==> src/rtl/cdc_req_arbiter.sv <==
// Arbitrates REQ_CNT master-domain requesters onto one CDC req/ack channel,
// keeping one transfer outstanding. Define CDC_ARB_FIXED_PRIO_EN for fixed priority.
module cdc_req_arbiter #(
  parameter int unsigned REQ_CNT = 4,
  parameter int unsigned DATA_W  = 32,
  parameter int unsigned ID_W    = $clog2(REQ_CNT)
) (
  input  logic                      clk_i,
  input  logic                      rst_n_i,
  input  logic [REQ_CNT-1:0]        req_i,
  input  logic [REQ_CNT*DATA_W-1:0] data_i,
  output logic [REQ_CNT-1:0]        ack_o,
  output logic                      busy_o,
  output logic                      ch_req_o,
  input  logic                      ch_ack_i,
  output logic [DATA_W-1:0]         ch_data_o,
  output logic [ID_W-1:0]           ch_id_o
);

  typedef enum logic [1:0] {
    ST_IDLE,
    ST_ISSUE,
    ST_WAIT
  } state_e;

  state_e              state_q, state_d;
  logic [REQ_CNT-1:0]  ack_q, ack_d;
  logic                busy_q, busy_d;
  logic                ch_req_q, ch_req_d;
  logic [DATA_W-1:0]   ch_data_q, ch_data_d;
  logic [ID_W-1:0]     ch_id_q, ch_id_d;

  logic [REQ_CNT-1:0]  elig;
  logic                win_vld;
  logic [ID_W-1:0]     win_id;
  logic [DATA_W-1:0]   win_data;

`ifndef CDC_ARB_FIXED_PRIO_EN
  logic [ID_W-1:0]     rr_ptr_q, rr_ptr_d;
  logic [REQ_CNT-1:0]  elig_rot;
  logic [ID_W:0]       win_ofs;
  logic [ID_W:0]       win_sum;
`endif

  // The acknowledged requester is masked for its ack cycle, so it cannot be
  // re-granted before it has had a chance to drop req_i.
  always_comb begin
    elig    = req_i & ~ack_q;
    win_vld = 1'b0;
    win_id  = '0;
`ifdef CDC_ARB_FIXED_PRIO_EN
    for (int unsigned i = 0; i < REQ_CNT; i++) begin
      if (!win_vld && elig[i]) begin
        win_vld = 1'b1;
        win_id  = ID_W'(i);
      end
    end
`else
    // Rotate so rr_ptr sits at bit 0, find the first set bit, then undo the rotation.
    elig_rot = REQ_CNT'({elig, elig} >> rr_ptr_q);
    win_ofs  = '0;
    for (int unsigned i = 0; i < REQ_CNT; i++) begin
      if (!win_vld && elig_rot[i]) begin
        win_vld = 1'b1;
        win_ofs = (ID_W+1)'(i);
      end
    end
    win_sum = {1'b0, rr_ptr_q} + win_ofs;
    if (win_sum >= (ID_W+1)'(REQ_CNT)) begin
      win_sum = win_sum - (ID_W+1)'(REQ_CNT);
    end
    win_id = ID_W'(win_sum);
`endif
  end

  always_comb begin
    win_data = '0;
    for (int unsigned i = 0; i < REQ_CNT; i++) begin
      if (ID_W'(i) == win_id) begin
        win_data = data_i[i*DATA_W +: DATA_W];
      end
    end
  end

  always_comb begin
    state_d   = state_q;
    ack_d     = '0;
    busy_d    = busy_q;
    ch_req_d  = 1'b0;
    ch_data_d = ch_data_q;
    ch_id_d   = ch_id_q;
`ifndef CDC_ARB_FIXED_PRIO_EN
    rr_ptr_d  = rr_ptr_q;
`endif
    case (state_q)
      ST_IDLE: begin
        if (win_vld) begin
          busy_d    = 1'b1;
          ch_req_d  = 1'b1;
          ch_id_d   = win_id;
          ch_data_d = win_data;
          state_d   = ST_ISSUE;
        end
      end
      ST_ISSUE: begin
        state_d = ST_WAIT;
      end
      ST_WAIT: begin
        if (ch_ack_i) begin
          ack_d   = REQ_CNT'(1) << ch_id_q;
          busy_d  = 1'b0;
          state_d = ST_IDLE;
`ifndef CDC_ARB_FIXED_PRIO_EN
          if (ch_id_q == ID_W'(REQ_CNT-1)) begin
            rr_ptr_d = '0;
          end else begin
            rr_ptr_d = ch_id_q + ID_W'(1);
          end
`endif
        end
      end
      default: begin
        state_d = ST_IDLE;
      end
    endcase
  end

  always_ff @(posedge clk_i or negedge rst_n_i) begin
    if (!rst_n_i) begin
      state_q   <= ST_IDLE;
      ack_q     <= '0;
      busy_q    <= 1'b0;
      ch_req_q  <= 1'b0;
      ch_data_q <= '0;
      ch_id_q   <= '0;
`ifndef CDC_ARB_FIXED_PRIO_EN
      rr_ptr_q  <= '0;
`endif
    end else begin
      state_q   <= state_d;
      ack_q     <= ack_d;
      busy_q    <= busy_d;
      ch_req_q  <= ch_req_d;
      ch_data_q <= ch_data_d;
      ch_id_q   <= ch_id_d;
`ifndef CDC_ARB_FIXED_PRIO_EN
      rr_ptr_q  <= rr_ptr_d;
`endif
    end
  end

  assign ack_o     = ack_q;
  assign busy_o    = busy_q;
  assign ch_req_o  = ch_req_q;
  assign ch_data_o = ch_data_q;
  assign ch_id_o   = ch_id_q;

endmodule
==> config.mk <==
export PLATFORM = sky130hd
export DESIGN_NAME = cdc_req_arbiter
export DESIGN_NICKNAME = d
export VERILOG_FILES = /design/src/rtl/cdc_req_arbiter.sv
export SDC_FILE = /design/constraint.sdc
export NUM_CORES = 1
export LEC_CHECK = 0
export ABC_AREA = 1
export CORE_ASPECT_RATIO = 0.9
export CORE_UTILIZATION = 42
export DETAILED_ROUTE_END_ITERATION = 6
export PLACE_DENSITY = 0.94
export SLEW_MARGIN = 20
export SYNTH_ARGS = -nofsm -noshare
export SYNTH_HDL_FRONTEND = slang
export SYNTH_SLANG_ARGS = --single-unit
==> constraint.sdc <==
create_clock -name clk_i -period 4.66 [get_ports clk_i]
set_clock_uncertainty 0.2 [all_clocks]
set_input_delay 0.699 -clock clk_i [delete_from_list [all_inputs] [get_ports clk_i]]
set_output_delay 0.699 -clock clk_i [all_outputs]
set_load 0.02 [all_outputs]
# --- Yosys cells after proc, flatten, opt, wreduce, memory -nomap -nowiden ---
# Index checks and enable logic that the tools add are counted.
# Widths: inputs -> output; s select.
totals:
  reg_bits: 44
  latchBits: 0
  ramBits: 0
  rom_bits: 0
  input_bits: 135
  output_inout_bits: 40
  word_cells: 59
  n_memories: 0
classes:
  addsub: 3
  mul: 0
  div_mod_pow: 0
  magnitude_cmp: 1
  eq_ne: 8
  n_shift: 2
  muxes: 23
  n_bitwise: 2
  reduce_logical: 13
ops:
  columns: ["op", "n"]
  rows:
  - ["$mux 32", 4]
  - ["$mux 1", 9]
  - ["$mux 2", 4]
  - ["$mux 4", 2]
  - ["$shr 8x2->4", 1]
  - ["$mux 3", 2]
  - ["$pmux 2 s3", 1]
  - ["$reduce_and 2->1", 3]
  - ["$and 4x4->4", 1]
  - ["$eq 2x2->1 const A", 2]
  - ["$eq 2x2->1 const B", 2]
  - ["$logic_not 2->1", 2]
  - ["$ne 2x2->1 const B", 2]
  - ["$not 4->4", 1]
  - ["$shl 1x2->4 const A", 1]
  - ["$add 2x3->3", 1]
  - ["$ge 3x3->1 const B", 1]
  - ["$logic_and 1x1->1", 3]
  - ["$logic_not 1->1", 3]
  - ["$reduce_and 3->1", 1]
  - ["$add 2x1->2 const B", 1]
  - ["$eq 1x2->1 const A", 1]
  - ["$eq 2x1->1 const B", 1]
  - ["$pmux 1 s2", 1]
  - ["other kinds (2)", 2]

# --- Logic depth before layout (Yosys ltp) ---
logic_depth:
  depth_word: 21
  mapped_depth: 18
  mapped_depth_nobuf: 16

# --- Least setup slack after synthesis ---
# No wires, ideal clock.
synth_path:
  path_type: "input port to flip-flop"
  startpoint: "input port req_i[3]"
  endpoint: "register ch_data_q[17], in the netlist ch_data_o[17]"
  setup_ns: 0.116
  t_arrival_ns: 2.303
  required_time_ns: 4.344
  setup_slack_ns: 2.041
  path_stages: 16
  path_buffers: 2
  cell_sequence: "nand3_1 -> nand3_1 -> nand2_1 -> nand3_1 -> a21boi_0 -> ha_1 -> xor2_1 -> inv_1 -> nand3_2 -> nand2_2 -> buf_6 -> buf_4 -> o21ai_1 -> nand3_1 -> nand2_1 -> nand2_1"
synth_via:
  elab_chain_len: 20
  word_cells_on_any_way: 28
  cone_classes: "add/sub: 2; order compare: 1; eq/ne: 3; shift: 1; mux: 12; bitwise: 1; reduce/logical: 8"
synth_lines:
  columns: ["item", "line_no", "rtl"]
  rows:
  - ["start: declaration", "10", "input logic [REQ_CNT-1:0] req_i,"]
  - ["$and 4x4->4 (*)", "48", "elig = req_i & ~ack_q;"]
  - ["$shr 8x2->4 (*)", "60", "elig_rot = REQ_CNT'({elig, elig} >> rr_ptr_q);"]
  - ["$mux 1", "63", "if (!win_vld && elig_rot[i]) begin"]
  - ["$logic_not 1->1", "63", null]
  - ["$logic_and 1x1->1", "63", null]
  - ["$mux 1", "63", null]
  - ["$logic_not 1->1", "63", null]
  - ["$logic_and 1x1->1", "63", null]
  - ["$mux 1", "63", null]
  - ["$logic_not 1->1", "63", null]
  - ["$logic_and 1x1->1", "63", null]
  - ["$mux 3", "63", null]
  - ["$add 2x3->3", "68", "win_sum = {1'b0, rr_ptr_q} + win_ofs;"]
  - ["$ge 3x3->1 or $sub 2x1->2 (tied branches)", "69, 70", null]
  - ["$mux 2", "69", "if (win_sum >= (ID_W+1)'(REQ_CNT)) begin"]
  - ["$logic_not 2->1", "79", "if (ID_W'(i) == win_id) begin"]
  - ["$mux 32 (4 in a row)", "79", null]
  - ["end signal: assignment", "144", "ch_data_q <= ch_data_d;"]
  - ["end: declaration", "30", "logic [DATA_W-1:0] ch_data_q, ch_data_d;"]
# Mark *: on every way between the ends. The rest lies on a longest branch, timed or not.
# A chain may end at the register's enable or synchronous reset.

# --- Final worst setup path ---
layout_path:
  startpoint: "input port req_i[1]"
  endpoint: "register ch_data_q[19], in the netlist ch_data_o[19]"
# Same word-level chain as after synthesis.

==> out/metrics.yaml <==
status: "completed"
reg2reg_depth: 16
cts.clk_slew.worst_paths_ns: 0.08
drv_cap: 0
yosys_warnings: 0
setup-violations-final: 0
routedWlPerCell_um: 13.8
place_ws_ns: 0.597
clkSinkCount: 44
ir_drop_uv: 418
rsz0062_at_grt: "no"
grt_pass1_wl_mm: 15.4
max_freq_mhz: 261
grt_use_total: 0.259
reg2reg_to: "ch_data_o[19]"
root_buffer: "clkbuf_8"
critPathKind: "in2reg"
worst-r2r-setup-slack_ns: 1.16
synth_area_leader_cell: "dfrtp_1"
io_pins: 175
synth-compound-area-share: 0.102
netlist_instances: 466
crit_start: "req_i[1]"
routed_wirelength_mm: 9.89
worstPathMaxFanout: 36
syn-num-nets: 606
critPathRequiredTime_ns: 4.64
insertion_delay_ns: 0.29
synth_cell_types: 22
synthMuxAreaShare: 0
r2r-start: "rr_ptr_q[0]"
globalRoute.totalOverflow: 0
finalMaxSlewViolations: 0
num_antenna_cells: 0
leakagePower_nw: 2.44
area_growth_pct: 61.0
grt_max_degree: 45
fp.dieW_um: 91.3
synth_xor_area_frac: 0.00290
gp_congestion: 0.801
grt_pass1_vias: 3343
drive_above_1_share: 0.0541
post_cts_buffers: 0
setup-tns-final_ns: 0
post_synth_fa_ha_maj_area_fraction: 0.0207
endpoint: "ch_data_o[19]"
ys_ff_latch: 44
cp-end-kind: "register"
fin_nets: 767
syn-mean-instance-area_um2: 6.47
start_util: 0.446
cellPowerDensity_nw_per_um2: 831
seq_area_frac_synth: 0.365
drcViolationCount: 0
final_antenna_net_count: 0
antenna_found_initial: 0
clock_path_buffers: 2
synth_edf_count: 0
power_mw: 4.04
synth_most_common_cell: "nand2_1"
cts_buffers: 5
crit_path_start_kind: "input pin"
min_period_over_period: 0.823
yosys.area_share.simple: 0.377
synth_top_family_by_area: "simple AND/OR/NAND/NOR gates"
cts_tree: "done"
cts_resized: 0
htree_levels: 2
finalWorstSetupSlack_ns: 0.823
max_slew.worst_pin.slew_ns: 0.955
arrival_ns: 3.82
ys_top_cells_by_count: "175 x nand2_1, 67 x inv_1, 54 x nand3_1"
cts-hold-fix-buffers: 0
io_buffers: 174
die_h_um: 82.4
worstHoldPathType: "in2async"
synth_top_area_share: 0.365
core.rowCount: 28
num_vias: 3533
synth_area_leaders: "dfrtp_1 36%, nand2_1 22%, nand3_1 9.0%"
place.detailed.hpwl_mm: 7.60
coreArea_um2: 6760
nFillCells: 537
vias_per_cell: 4.92
synthArstFlopShare: 1.00
hold_viol: 0
relSlewSlack: 0.363
fin_crit_ns: 3.84
synth_ff_type: "dfrtp_1"
synthesis.area_um2: 3020
drtPass1Iterations: 4
die_area_um2: 7530
first_iter_violations: 144
-- area by class of cell --
cell class                 instances  area (um2)  area share
sequential                        44        1100       0.227
tap                               90         113      0.0232
inverter                          70         263      0.0541
clock inverter                     2        10.0     0.00206
multi-input combinational        328        1520       0.313
timing repair buffer             178        1770       0.364
clock buffer                       6        82.6      0.0170
-- critical path, stage by stage --
cell and delay (ns):
clkdlybuf4s50_1 0.50, nand3_1 0.11, nand3_1 0.10, nand2_1 0.08
nand3_1 0.07, a21boi_0 0.08, ha_1 0.20, xor2_1 0.16
inv_1 0.08, nand3_2 0.28, nand2_2 0.52, nand2_1 0.24
buf_4 0.31, o21ai_0 0.20, inv_1 0.06, nand2_1 0.07
nand2_1 0.05
-- sequential cells by signal, summed over array words and instances, names as in the netlist --
| signal | count |
|---|---|
| ch_req_o | 1 |
| ack_o | 4 |
| rr_ptr_q | 2 |
| busy_o | 1 |
| state_q | 2 |
| ch_id_o | 2 |
| ch_data_o | 32 |
-- cell usage in the layout (no fill, tap or decap) --
cell type,n
a21boi_0,1
buf_4,5
clkbuf_8,6
clkdlybuf4s50_1,173
clkinv_2,2
dfrtp_1,44
ha_1,5
inv_1,67
inv_2,3
nand2_1,175
nand2_2,4
nand3_1,54
nand3_2,1
nand4_1,11
nor2_1,6
nor2_4,2
o21ai_0,42
o21ai_1,15
o21ai_4,1
or2_2,10
xor2_1,1
-- per-layer routing --
layer,track usage,part of all wire
met1,0.293,0.40
met2,0.510,0.53
met3,0.0504,0.066
met4,0.0556,0.011
met5,0,0
-- cell families (layout without fill, tap and decap cells) --
| family | count (synthesis) | after routing |
|---|---|---|
| flops | 44 | 44 |
| fa+ha+maj | 5 | 5 |
| compound gates | 59 | 59 |
| buf+inv | 94 | 256 |
| simple gates | 263 | 263 |
| xor+xnor | 1 | 1 |
-- metrics by stage --
stage	cell area, um2	hold slack, ns	utilization	cells
detailed placement	4760	0.264	0.704	710
finish	4860	0.190	0.718	718
global placement	4760	0.263	0.704	710
CTS	4850	0.286	0.718	718
global route	4860	0.236	0.718	718
floorplan	3020	0.203	-	466
-- worst min path at each step --
stage / endpoint / slack [ns] / cells after the start
floorplan: ack_o[0] / 0.20 / 0
global placement: ch_data_o[29] / 0.26 / 2
detailed placement: ch_data_o[27] / 0.26 / 2
CTS: ch_data_o[27] / 0.29 / 2
global route: ack_o[0] / 0.24 / 1
finish: ack_o[0] / 0.19 / 1
-- power breakdown --
| group | internal (mW) | leakage [nW] | switching (mW) |
|---|---|---|---|
| sequential | 0.579 | 0.545 | 0.116 |
| combinational | 1.13 | 1.85 | 1.96 |
| clock | 0.119 | 0.0510 | 0.130 |
No activity file was read; power rests on OpenSTA's default activity.
==> patch: new RTL, config.mk and constraints unchanged <==
Build with the macro `CDC_ARB_FIXED_PRIO_EN` defined.
--- a/src/rtl/cdc_req_arbiter.sv
+++ b/src/rtl/cdc_req_arbiter.sv
@@ -1,4 +1,6 @@
 // Arbitrates REQ_CNT master-domain requesters onto one CDC req/ack channel,
 // keeping one transfer outstanding. Define CDC_ARB_FIXED_PRIO_EN for fixed priority.
+`define CDC_ARB_FIXED_PRIO_EN
+
 module cdc_req_arbiter #(
   parameter int unsigned REQ_CNT = 4,
Check against the original RTL: not equivalent (a bounded check fails within 10 cycles, from zero or initial values and one cycle with rst_n_i low).
==> patch against the unedited design <==
- die area shrank 6.5%
- worst setup slack better by 1.1 ns
- count of clock-buffer cells in the layout is 1 lower
- area after synthesis fell by 6.7%
- first-iteration DRC count is 81% higher
- cell area fell by 4.1%
- via count grew 2.8%
- non-clock buffer count stayed put
- routed wire length rose by 2.2%
- sequential cell count decreased by 2
- cell count decreased by 1.4%
- critical endpoint is now ch_data_o[25]
- highest routed layer unchanged
Power is not compared: it rests on default switching activity, and its combinational part moved more than twofold at a synthesized area within 25%.
==> patch: results (changes against the unedited design) <==
status complete, no violations (unchanged); vias in the first global route 3,496 (was 3,343); starting DRC count in detailed routing 261 (was 144); leading post-synthesis cells by cell area dfrtp_1 37%, nand2_1 23%, nand3_1 17% (was dfrtp_1 36%, nand2_1 22%, nand3_1 9.0%); DRT Pass-1 Iters 6 (was 4); R2R cell count 9 (was 16); global-route wire length before repair 15,600 um (was 15,400 um); Final nets 755 (was 767); detailed placement HPWL 7040 um (was 7600 um); worst-path fanout max 34 (was 36); filler instances 473 (was 537); Clock Tree Root clkbuf_8 (unchanged); GP Congestion 0.842 (was 0.801); Worst Hold Class register to register (was primary input to async pin); Lkg Pwr 2.30 nW; synth cell count leaders 172 x nand2_1, 97 x nand3_1, 65 x nor2_1 (was 175 x nand2_1, 67 x inv_1, 54 x nand3_1); routed vias/inst 5.13 (was 4.92); Rel. slew slack 27.8% (was 36.3%); share of cells above drive strength 1 3.22% (was 5.41%); r2r endpoint ch_data_o[25] (was ch_data_o[19]); Global Route met2 Usage 50.0% (was 51.0%); met3 Usage GRT 6.41% (was 5.04%); CP max stage cell inv_1 (was nand2_2); Worst EP arrival 2.81 ns (was 3.82 ns); r2r setup slk 2.30 ns (was 1.16 ns); max incr delay on CP 0.84 ns (was 0.52 ns); Seq/Total Area, Yosys 37.3% (was 36.5%); Crit path max-delay family buffers and inverters (was simple AND/OR/NAND/NOR gates); Wirelength per Cell 14.3 um (was 13.8 um); FF-to-FF Start ack_o[0] (was rr_ptr_q[0]); largest net degree at the start of global routing 70 (was 45); initial antenna violation count 0 (unchanged); Synth Net Count 598 (was 606); met1 GRT Util 33.3% (was 29.3%); maximum clock path buffer count 2 (unchanged); Distinct cells, synth 19 (was 22); placed instance area 4560 um^2 (was 4760 um^2); Total Routing Usage GR 28.6% (was 25.9%)
==> patch: changes by cell type after synthesis, moves of 10 or more <==
cell | unedited run | this run
nand3_1 | 54 | 97
o21ai_1 | 15 | 1
buf_2 | 5 | 19
nand4_1 | 11 | 0
inv_1 | 67 | 45
nor2_1 | 6 | 65
o21ai_0 | 42 | 1
or2_2 | 10 | 0
==> patch: worst max path at each step <==
stage,slack (ns),to,cells past startpoint,from
global placement,1.45,ch_data_o[15],9,req_i[2]
finish,1.88,ch_data_o[25],8,req_i[1]
detailed placement,1.30,ch_data_o[18],9,req_i[2]
global route,1.72,ch_data_o[16],9,req_i[0]
floorplan,2.87,ch_data_o[24],9,req_i[2]
CTS,1.62,ch_data_o[18],9,req_i[2]
==> patch: cell type report <==
cell class              count  area (um^2)  area share, %
clock buffers               5         68.8           1.48
clock inverters             3         25.0          0.537
inverters                  46          173           3.71
multi-input cells         347         1470           31.5
flip-flops and latches     42         1050           22.6
well taps                  87          109           2.34
repair buffers            178         1770           37.9
==> patch: stage by stage <==
step	setup WS (ns)	hold WS (ns)	utilization, %	std cells
finish	1.88	0.276	74.1	708
detailed placement	1.30	0.264	72.6	700
global route	1.72	0.296	74.1	708
global placement	1.45	0.250	72.5	700
floorplan	2.87	0.203	-	463
CTS	1.62	0.281	74.1	708
==> patch: worst register-to-register path, cell delays in order (launching register included) <==
cell and delay, ns:
dfrtp_1 0.37, inv_1 0.05, nand2_1 0.07, nand3_1 0.08, buf_4 0.27, inv_1 0.84
nand2_1 0.18, nand3_1 0.14, nand2_1 0.05, nand2_1 0.05
==> patch: report_power, final <==
part	total, mW	internal, mW	switching, mW
Combinational	1.23	0.547	0.687
Clock	0.247	0.108	0.139
Sequential	0.633	0.529	0.104
Total	2.11	1.18	0.930
==> patch: cells by family after synthesis <==
group                  Yosys count  synth area share, %
AND/OR/NAND/NOR                342                 50.6
buffers and inverters           74                 11.0
flip-flops                      42                 37.3
AO/OA/AOI/OAI                    5                 1.11
==> patch: per-layer routing <==
metal / wire length [um] / vias to the layer above / share of wire [%]
li1: - / 1737 / -
met1: 4060 / 1626 / 40
met2: 4720 / 237 / 47
met3: 1020 / 32 / 10
met4: 295 / 0 / 2.9
met5: 0 / - / 0
